### src/rtl/my_pkg.sv
`default_nettype none
// my_pkg: shared core types, memory-op encodings and arbiter definitions.
// Rev 1.0
package my_pkg;

  localparam int DATA_WIDTH = 32;
  localparam int ADDR_WIDTH = 32;

  typedef enum logic [2:0] {
    MEM_LB  = 3'd0,
    MEM_LH  = 3'd1,
    MEM_LW  = 3'd2,
    MEM_LBU = 3'd3,
    MEM_LHU = 3'd4,
    MEM_SB  = 3'd5,
    MEM_SH  = 3'd6,
    MEM_SW  = 3'd7
  } mem_op_t;

  typedef enum logic [1:0] {
    ARB_IDLE  = 2'd0,
    ARB_ISSUE = 2'd1,
    ARB_WAIT  = 2'd2,
    ARB_RESP  = 2'd3
  } arb_state_t;

  localparam logic ARB_OWNER_I = 1'b0;
  localparam logic ARB_OWNER_D = 1'b1;

  function automatic logic op_is_store(input mem_op_t op);
    return (op == MEM_SB) || (op == MEM_SH) || (op == MEM_SW);
  endfunction

endpackage
`default_nettype wire

### src/rtl/lsu_align.sv
`default_nettype none
// lsu_align: byte enables, store lane replication, load extension, misalignment.
// Rev 1.0
module lsu_align
  import my_pkg::*;
(
  input  logic [2:0]            op,
  input  logic [1:0]            addr,
  input  logic [DATA_WIDTH-1:0] wdata,
  input  logic [DATA_WIDTH-1:0] rdata,
  output logic [3:0]            be,
  output logic [DATA_WIDTH-1:0] lane_wdata,
  output logic [DATA_WIDTH-1:0] ext_rdata,
  output logic                  misaligned
);

  logic [7:0]  rd_byte;
  logic [15:0] rd_half;

  assign rd_byte = rdata[{addr, 3'b000} +: 8];
  assign rd_half = rdata[{addr[1], 4'b0000} +: 16];

  always_comb begin
    be         = 4'b1111;
    lane_wdata = wdata;
    ext_rdata  = rdata;
    misaligned = 1'b0;
    case (mem_op_t'(op))
      MEM_LB:  ext_rdata = {{24{rd_byte[7]}}, rd_byte};
      MEM_LBU: ext_rdata = {24'd0, rd_byte};
      MEM_LH: begin
        ext_rdata  = {{16{rd_half[15]}}, rd_half};
        misaligned = addr[0];
      end
      MEM_LHU: begin
        ext_rdata  = {16'd0, rd_half};
        misaligned = addr[0];
      end
      MEM_LW:  misaligned = |addr;
      MEM_SB: begin
        be         = 4'b0001 << addr;
        lane_wdata = {4{wdata[7:0]}};
      end
      MEM_SH: begin
        be         = addr[1] ? 4'b1100 : 4'b0011;
        lane_wdata = {2{wdata[15:0]}};
        misaligned = addr[0];
      end
      MEM_SW:  misaligned = |addr;
      default: misaligned = 1'b0;
    endcase
  end

endmodule
`default_nettype wire

### src/rtl/mem_port_arbiter.sv
`default_nettype none
// mem_port_arbiter: shares one single-port memory between fetch and load/store.
// Rev 1.0
module mem_port_arbiter
  import my_pkg::*;
#(
  parameter int RD_LATENCY   = 1,
  parameter int STARVE_LIMIT = 4
) (
  input  logic                  clk,
  input  logic                  rst,
  input  logic                  i_req,
  input  logic [ADDR_WIDTH-1:0] i_addr,
  output logic                  i_ack,
  output logic [DATA_WIDTH-1:0] i_rdata,
  input  logic                  d_req,
  input  logic [2:0]            d_op,
  input  logic [ADDR_WIDTH-1:0] d_addr,
  input  logic [DATA_WIDTH-1:0] d_wdata,
  output logic                  d_ack,
  output logic [DATA_WIDTH-1:0] d_rdata,
  output logic                  d_err,
  output logic                  mem_req,
  output logic                  mem_we,
  output logic [3:0]            mem_be,
  output logic [ADDR_WIDTH-1:0] mem_addr,
  output logic [DATA_WIDTH-1:0] mem_wdata,
  input  logic [DATA_WIDTH-1:0] mem_rdata,
  output logic                  busy
);

  arb_state_t            state_q, state_d;
  logic                  owner_q, owner_d;
  mem_op_t               op_q, op_d;
  logic [1:0]            addr_lo_q, addr_lo_d;
  logic [2:0]            cnt_q, cnt_d;
  logic [3:0]            streak_q, streak_d;
  logic                  i_ack_q, i_ack_d, d_ack_q, d_ack_d, d_err_q, d_err_d;
  logic [DATA_WIDTH-1:0] i_rdata_q, i_rdata_d, d_rdata_q, d_rdata_d;
  logic                  mem_req_q, mem_req_d, mem_we_q, mem_we_d, busy_q, busy_d;
  logic [3:0]            mem_be_q, mem_be_d;
  logic [ADDR_WIDTH-1:0] mem_addr_q, mem_addr_d;
  logic [DATA_WIDTH-1:0] mem_wdata_q, mem_wdata_d;

  logic                  grant_data;
  logic [2:0]            align_op;
  logic [1:0]            align_addr;
  logic [3:0]            align_be;
  logic [DATA_WIDTH-1:0] align_wdata, align_rdata;
  logic                  align_mis;
  logic                  unused_i_addr;

  assign unused_i_addr = ^i_addr[1:0];

  // Live request fields drive the aligner while granting; latched fields afterwards.
  assign align_op   = (state_q == ARB_IDLE) ? d_op : op_q;
  assign align_addr = (state_q == ARB_IDLE) ? d_addr[1:0] : addr_lo_q;
  assign grant_data = d_req && !(i_req && (streak_q == 4'(STARVE_LIMIT)));

  lsu_align u_align (
    .op         (align_op),
    .addr       (align_addr),
    .wdata      (d_wdata),
    .rdata      (mem_rdata),
    .be         (align_be),
    .lane_wdata (align_wdata),
    .ext_rdata  (align_rdata),
    .misaligned (align_mis)
  );

  always_comb begin
    state_d     = state_q;
    owner_d     = owner_q;
    op_d        = op_q;
    addr_lo_d   = addr_lo_q;
    cnt_d       = cnt_q;
    streak_d    = streak_q;
    i_ack_d     = 1'b0;
    d_ack_d     = 1'b0;
    d_err_d     = 1'b0;
    i_rdata_d   = i_rdata_q;
    d_rdata_d   = d_rdata_q;
    mem_req_d   = 1'b0;
    mem_we_d    = 1'b0;
    mem_be_d    = 4'b0000;
    mem_addr_d  = '0;
    mem_wdata_d = '0;
    case (state_q)
      ARB_IDLE: begin
        if (grant_data) begin
          owner_d   = ARB_OWNER_D;
          op_d      = mem_op_t'(d_op);
          addr_lo_d = d_addr[1:0];
          if (!i_req)
            streak_d = 4'd0;
          else if (streak_q != 4'(STARVE_LIMIT))
            streak_d = streak_q + 4'd1;
          if (align_mis) begin
            state_d   = ARB_RESP;
            d_ack_d   = 1'b1;
            d_err_d   = 1'b1;
            d_rdata_d = '0;
          end else begin
            state_d     = ARB_ISSUE;
            mem_req_d   = 1'b1;
            mem_we_d    = op_is_store(mem_op_t'(d_op));
            mem_be_d    = align_be;
            mem_addr_d  = {d_addr[ADDR_WIDTH-1:2], 2'b00};
            mem_wdata_d = align_wdata;
          end
        end else if (i_req) begin
          owner_d    = ARB_OWNER_I;
          streak_d   = 4'd0;
          state_d    = ARB_ISSUE;
          mem_req_d  = 1'b1;
          mem_be_d   = 4'b1111;
          mem_addr_d = {i_addr[ADDR_WIDTH-1:2], 2'b00};
        end
      end
      ARB_ISSUE: begin
        state_d = ARB_WAIT;
        cnt_d   = 3'd1;
      end
      ARB_WAIT: begin
        if (cnt_q == 3'(RD_LATENCY)) begin
          // Ack is registered here so it is visible during the RESP cycle.
          state_d = ARB_RESP;
          if (owner_q == ARB_OWNER_D) begin
            d_ack_d   = 1'b1;
            d_rdata_d = op_is_store(op_q) ? '0 : align_rdata;
          end else begin
            i_ack_d   = 1'b1;
            i_rdata_d = mem_rdata;
          end
        end else begin
          cnt_d = cnt_q + 3'd1;
        end
      end
      ARB_RESP: state_d = ARB_IDLE;
      default:  state_d = ARB_IDLE;
    endcase
    busy_d = (state_d != ARB_IDLE);
  end

  always_ff @(posedge clk or posedge rst) begin
    if (rst) begin
      state_q     <= ARB_IDLE;
      owner_q     <= ARB_OWNER_I;
      op_q        <= MEM_LB;
      addr_lo_q   <= 2'b00;
      cnt_q       <= 3'd0;
      streak_q    <= 4'd0;
      i_ack_q     <= 1'b0;
      d_ack_q     <= 1'b0;
      d_err_q     <= 1'b0;
      i_rdata_q   <= '0;
      d_rdata_q   <= '0;
      mem_req_q   <= 1'b0;
      mem_we_q    <= 1'b0;
      mem_be_q    <= 4'b0000;
      mem_addr_q  <= '0;
      mem_wdata_q <= '0;
      busy_q      <= 1'b0;
    end else begin
      state_q     <= state_d;
      owner_q     <= owner_d;
      op_q        <= op_d;
      addr_lo_q   <= addr_lo_d;
      cnt_q       <= cnt_d;
      streak_q    <= streak_d;
      i_ack_q     <= i_ack_d;
      d_ack_q     <= d_ack_d;
      d_err_q     <= d_err_d;
      i_rdata_q   <= i_rdata_d;
      d_rdata_q   <= d_rdata_d;
      mem_req_q   <= mem_req_d;
      mem_we_q    <= mem_we_d;
      mem_be_q    <= mem_be_d;
      mem_addr_q  <= mem_addr_d;
      mem_wdata_q <= mem_wdata_d;
      busy_q      <= busy_d;
    end
  end

  assign i_ack     = i_ack_q;
  assign i_rdata   = i_rdata_q;
  assign d_ack     = d_ack_q;
  assign d_rdata   = d_rdata_q;
  assign d_err     = d_err_q;
  assign mem_req   = mem_req_q;
  assign mem_we    = mem_we_q;
  assign mem_be    = mem_be_q;
  assign mem_addr  = mem_addr_q;
  assign mem_wdata = mem_wdata_q;
  assign busy      = busy_q;

endmodule
`default_nettype wire

### config.mk
export PLATFORM = sky130hd
export DESIGN_NAME = mem_port_arbiter
export DESIGN_NICKNAME = d
export VERILOG_FILES = /design/src/rtl/my_pkg.sv /design/src/rtl/lsu_align.sv /design/src/rtl/mem_port_arbiter.sv
export SDC_FILE = /design/constraint.sdc
export NUM_CORES = 1
export LEC_CHECK = 0
export CAP_MARGIN = 20
export CORE_MARGIN = 3
export CORE_UTILIZATION = 40
export CTS_BUF_LIST = sky130_fd_sc_hd__clkbuf_16
export CTS_CLUSTER_SIZE = 40
export DETAILED_ROUTE_END_ITERATION = 8
export PLACE_DENSITY = 0.88
export RECOVER_POWER = 50
export SYNTH_ARGS = -nofsm -noshare
export SYNTH_HDL_FRONTEND = slang
export SYNTH_SLANG_ARGS = --single-unit
export TNS_END_PERCENT = 30
### constraint.sdc
create_clock -name clk -period 5.5 [get_ports clk]
set_input_delay 1.65 -clock clk [delete_from_list [all_inputs] [get_ports clk]]
set_output_delay 1.65 -clock clk [all_outputs]
set_load 0.05 [all_outputs]
== Word level (Yosys, flattened, before mapping) ==
Cells that the tools add are included.
Cells by class
  equality and inequality tests: 25
  mux-type cells: 53
  shift operators: 3
  reduce and logical (&&, ||, !) cells: 22
  $add $sub $neg: 2
  bitwise logic cells: 1
Operators by type and width (count)
  32-bit 2-to-1 mux: 12
  32-bit one-hot mux with 2 select lines: 2
  32-bit one-hot mux with 4 select lines: 1
  4-bit 2-to-1 mux: 9
  32-bit by 6-bit indexed part select with 16-bit output: 1
  32-bit by 6-bit indexed part select with 8-bit output: 1
  3-bit equality test, second input constant: 10
  1-bit 2-to-1 mux: 17
  2-bit 2-to-1 mux: 5
  2-bit != test, second input constant: 5
  2-bit one-hot mux with 4 select lines: 1
  4-bit one-hot mux with 2 select lines: 1
  2-bit nonzero test: 4
  3-bit by 1-bit equality test with 1-bit output, second input constant: 2
  3-bit by 2-bit equality test with 1-bit output, second input constant: 2
  3-bit 2-to-1 mux: 2
  3-bit one-hot mux with 2 select lines: 1
  2-bit AND reduction: 3
  3-bit AND reduction: 2
  5-bit AND reduction: 1
  4-bit by 1-bit adder with 4-bit output, second input constant: 1
  2-bit equality test, second input constant: 2
  4-bit by 3-bit equality test with 1-bit output, second input constant: 1
  1-bit logical OR: 4
  13 further kinds: 16
Storage, ports and cells
  flip-flop bits (word level): 153
  word-level logic and storage cells: 123
  input bits: 135
  output and inout port bits: 138

== Depth between registers and ports, before layout ==
  depth in word-level cells: 9
  gate-level depth with buffers: 10
  depth with buffers taken out: 7

== Modules after synthesis ==
Synthesis repeated with hierarchy kept, for this count alone.
Second synthesis, totals
  cells, all modules: 704
  area total of the unflattened synthesis: 7477.2 um^2
By module, submodules not included
  mem_port_arbiter: area each 6118.4 um^2, sequential area each 3778.6 um^2, cells an instance 530, instances 1
  lsu_align: area each 1358.8 um^2, sequential area each 0.0 um^2, cells an instance 174, instances 1

== Worst setup path before layout ==
No wires, ideal clock.
  path kind: in2reg
  start: input d_addr[1]
  end: register d_rdata_q[16], in the netlist d_rdata[16]
  library setup time: 125 ps
  stages: 6
  data required time: 5375 ps
  data arrival time: 3107 ps
  path buffers: 1
  slack: 2268 ps
  cell sequence: mux2i_4 -> mux4_2 -> a21oi_4 -> buf_6 -> nor3_1 -> mux2_2
On the way
  word-level cells in the longest chain between the ends: 7
  elaborated cells on any way between the ends: 12
  those cells by class: eq/ne (1); shift (2); mux (7); reduce/logical (2)
RTL lines
  from (decl): line mem_port_arbiter.sv:18  | input logic [ADDR_WIDTH-1:0] d_addr,
  2-bit 2-to-1 mux *: line mem_port_arbiter.sv:57  | assign align_addr = (state_q == ARB_IDLE) ? d_addr[1:0] : addr_lo_q;
  32-bit by 6-bit indexed part select with 16-bit output / 32-bit by 6-bit indexed part select with 8-bit output (equally long branches): line lsu_align.sv:21, lsu_align.sv:20
  32-bit one-hot mux with 4 select lines: line lsu_align.sv:28  | case (mem_op_t'(op))
  32-bit 2-to-1 mux: line mem_port_arbiter.sv:130  | d_rdata_d = op_is_store(op_q) ? '0 : align_rdata;
  32-bit 2-to-1 mux: line mem_port_arbiter.sv:128  | if (owner_q == ARB_OWNER_D) begin
  32-bit 2-to-1 mux: line mem_port_arbiter.sv:125  | if (cnt_q == 3'(RD_LATENCY)) begin
  32-bit one-hot mux with 2 select lines: line mem_port_arbiter.sv:88  | case (state_q)
  to (signal assigned): line mem_port_arbiter.sv:175  | d_rdata_q <= d_rdata_d;
  to (decl): line mem_port_arbiter.sv:39  | logic [DATA_WIDTH-1:0] i_rdata_q, i_rdata_d, d_rdata_q, d_rdata_d;
Mark *: on every way between the ends. The rest lies on a longest branch, timed or not. The select of a mux whose other input is x is not followed.
A chain may end at the register's enable or synchronous reset.

==> metrics.txt <==
outcome complete, but fails checks; failing checks capacitance limit, slew limit; CTS Buffer Depth 2; htree depth 4; Crit. End Element asynchronous set/reset pin; clk sinks 151; f_max 243 MHz; max-slew violation count 112; Synth Register Bits 151; Post-Syn Instances 641; pwr dens 654 nW/um2; final std cells w/o fill 1134; # rows 47; placed instance area 9810 um2; vias in the first global route 6314; initial antenna violation count 0; crit start category input port; Peak VDD IR 0.400 mV; register area share after synthesis 0.544; LEAKAGE 4.55 nW; largest net degree at the start of global routing 79; Max Cap Viol 2; placed insts 1102; Slew HR -0.310; core area 16800 um2; total CTS buffers 17; # nets final 1044; Detail Placement HPWL 16000 um; port bufs 268; height of the chip 138 um; Iteration-0 DRC Markers 257; Crit Path Max Fanout 78; critical path type in -> async; final hold viol count 0; Antenna diodes 0; top_reg_cell synth dfrtp_1; crit path DAT 4260 ps; drt drc 0; Die Width 138 um; Post-Route WL 21900 um; Avg Inst Size Synth 10.8 um2; worst path required time 5650 ps; Synthesis Warnings 0; worst slew pin tran 1960 ps; number of enable flip-flop cells after synthesis 0; Resized Gates After CTS 0; Final min period 4110 ps; Pre-antenna DRT Iters 5; worst hold slack 507 ps; die footprint 19000 um2; setup TNS 0 ps; GRT Util Overall 0.228; Post-CTS Setup Inserts 0; ANT nets after route 0; fin crit share 0.748; clock root buffer master clkbuf_16; unrepaired setup endpoints after global routing no; Clock transition at path regs 60 ps; Clock Latency Late Sink 420 ps; Avg Vias per Cell 5.36; first-pass GRT wire length 33100 um; utilization after layout 0.617; Boundary Pins 273; average routed wire per standard cell 19.3 um; Starting Density 0.413; Clock Skew 11.8 ps; Synth cell types 50; layout cell share with drive strength beyond 1 0.143; Async S/R FF share, synth 1.00; endpoints failing setup 0; Hold Crit Class reg -> reg; Mapped Area 6950 um2; Post-CTS Hold Buffers 0; GR Overflow Total 0; Area growth, synth to finish 49.2%; post-route cell area 10400 um2; Final GP Congestion 0.844; CTS tree yes; Via Count 6077
==> worst max-delay path, stage by stage <==
cell and delay [ps]:
dlygate4sd3_1 540, clkinvlp_2 520, clkbuf_2 1470
==> metal layers <==
layer,track usage,wire [um],vias up,share of wire
li1,-,-,2793,-
met3,0.0935,2320,47,0.11
met4,0.100,683,0,0.031
met2,0.373,10700,275,0.49
met5,0,0,-,0
met1,0.262,8200,2962,0.37
==> kinds of logic after synthesis <==
family / Yosys count / synth area share
compound gates: 153 / 0.142
xor+xnor: 1 / 0.00234
fa+ha+maj: 8 / 0.0144
buf+inv: 56 / 0.0396
flops: 151 / 0.544
mux: 89 / 0.149
other cells: 1 / 0.000539
simple gates: 182 / 0.108
==> sequential cells by signal (all words and copies together) (netlist names) <==
register   count
op_q           3
i_ack          1
cnt_q          3
streak_q       4
addr_lo_q      2
mem_be         4
state_q        2
d_rdata       32
d_err          1
mem_we         1
owner_q        1
d_ack          1
mem_req        1
mem_addr      30
busy           1
mem_wdata     32
i_rdata       32
==> cell usage after synthesis (all sizes together) (3+ instances only) <==
cell | number | area [um2]
dfrtp | 151 | 3780
nand2 | 124 | 465
mux2 | 71 | 807
a21oi | 52 | 272
o21ai | 33 | 169
buf | 22 | 148
nor2 | 22 | 82.6
nor3 | 19 | 95.1
clkbuf | 18 | 67.6
mux2i | 17 | 206
inv | 16 | 60.1
a31oi | 10 | 62.6
o211ai | 9 | 67.6
o22ai | 9 | 56.3
o31ai | 9 | 81.3
a211oi | 8 | 60.1
ha | 8 | 100
o32ai | 7 | 61.3
a32o | 3 | 30.0
nand2b | 3 | 18.8
nand3 | 3 | 15.0
==> through the flow <==
step / setup slack, ps / power [mW]
6_report: 1390 / 6.78
5_1_grt: 940 / 7.13
4_1_cts: 1640 / 6.83
3_5_place_dp: 1230 / 5.64
3_3_place_gp: 1250 / 5.56
2_1_floorplan: 1950 / 4.42
==> placed cells by master (no fill, tap or decap), types with 17 or more instances in the layout <==
cell type / n
clkdlybuf4s50_1: 239
nor3_1: 19
nand2_1: 124
nor2_1: 22
dfrtp_1: 151
o21ai_0: 32
dlygate4sd3_1: 29
mux2_2: 69
clkbuf_16: 17
a21oi_1: 51
==> worst paths after layout <==
kind	startpoint	endpoint	slack, ps	cells after the start
worst max register to register	state_q[0]$_DFF_PP0_	d_rdata[31]$_DFFE_PP0P_	1930	8
max in group clk	i_req	d_rdata[31]$_DFFE_PP0P_	1520	8
worst max-delay path	rst	mem_be[2]$_DFF_PP0_	1390	3
min in group asynchronous	rst	i_rdata[13]$_DFFE_PP0P_	1800	2
worst min register to register	d_rdata[25]$_DFFE_PP0P_	d_rdata[25]$_DFFE_PP0P_	510	1
worst min-delay path	d_rdata[25]$_DFFE_PP0P_	d_rdata[25]$_DFFE_PP0P_	510	1
==> final cells by class <==
type	instances	area, um2
Clock buffer	17	425
Clock inverter	15	158
Timing Repair Buffer	280	2760
Tap cell	220	275
Inverter	16	61.3
Fill cell	1367	6450
Sequential cell	151	3780
Multi-Input combinational cell	435	2910
==> report_power, final <==
part	switching, mW	leakage, nW	internal [mW]
clock	0.519	0.280	0.644
combinational	2.59	2.29	1.36
sequential	0.188	1.97	1.49
total	3.29	4.55	3.49
Note: power is estimated with default switching activity, not from simulation.
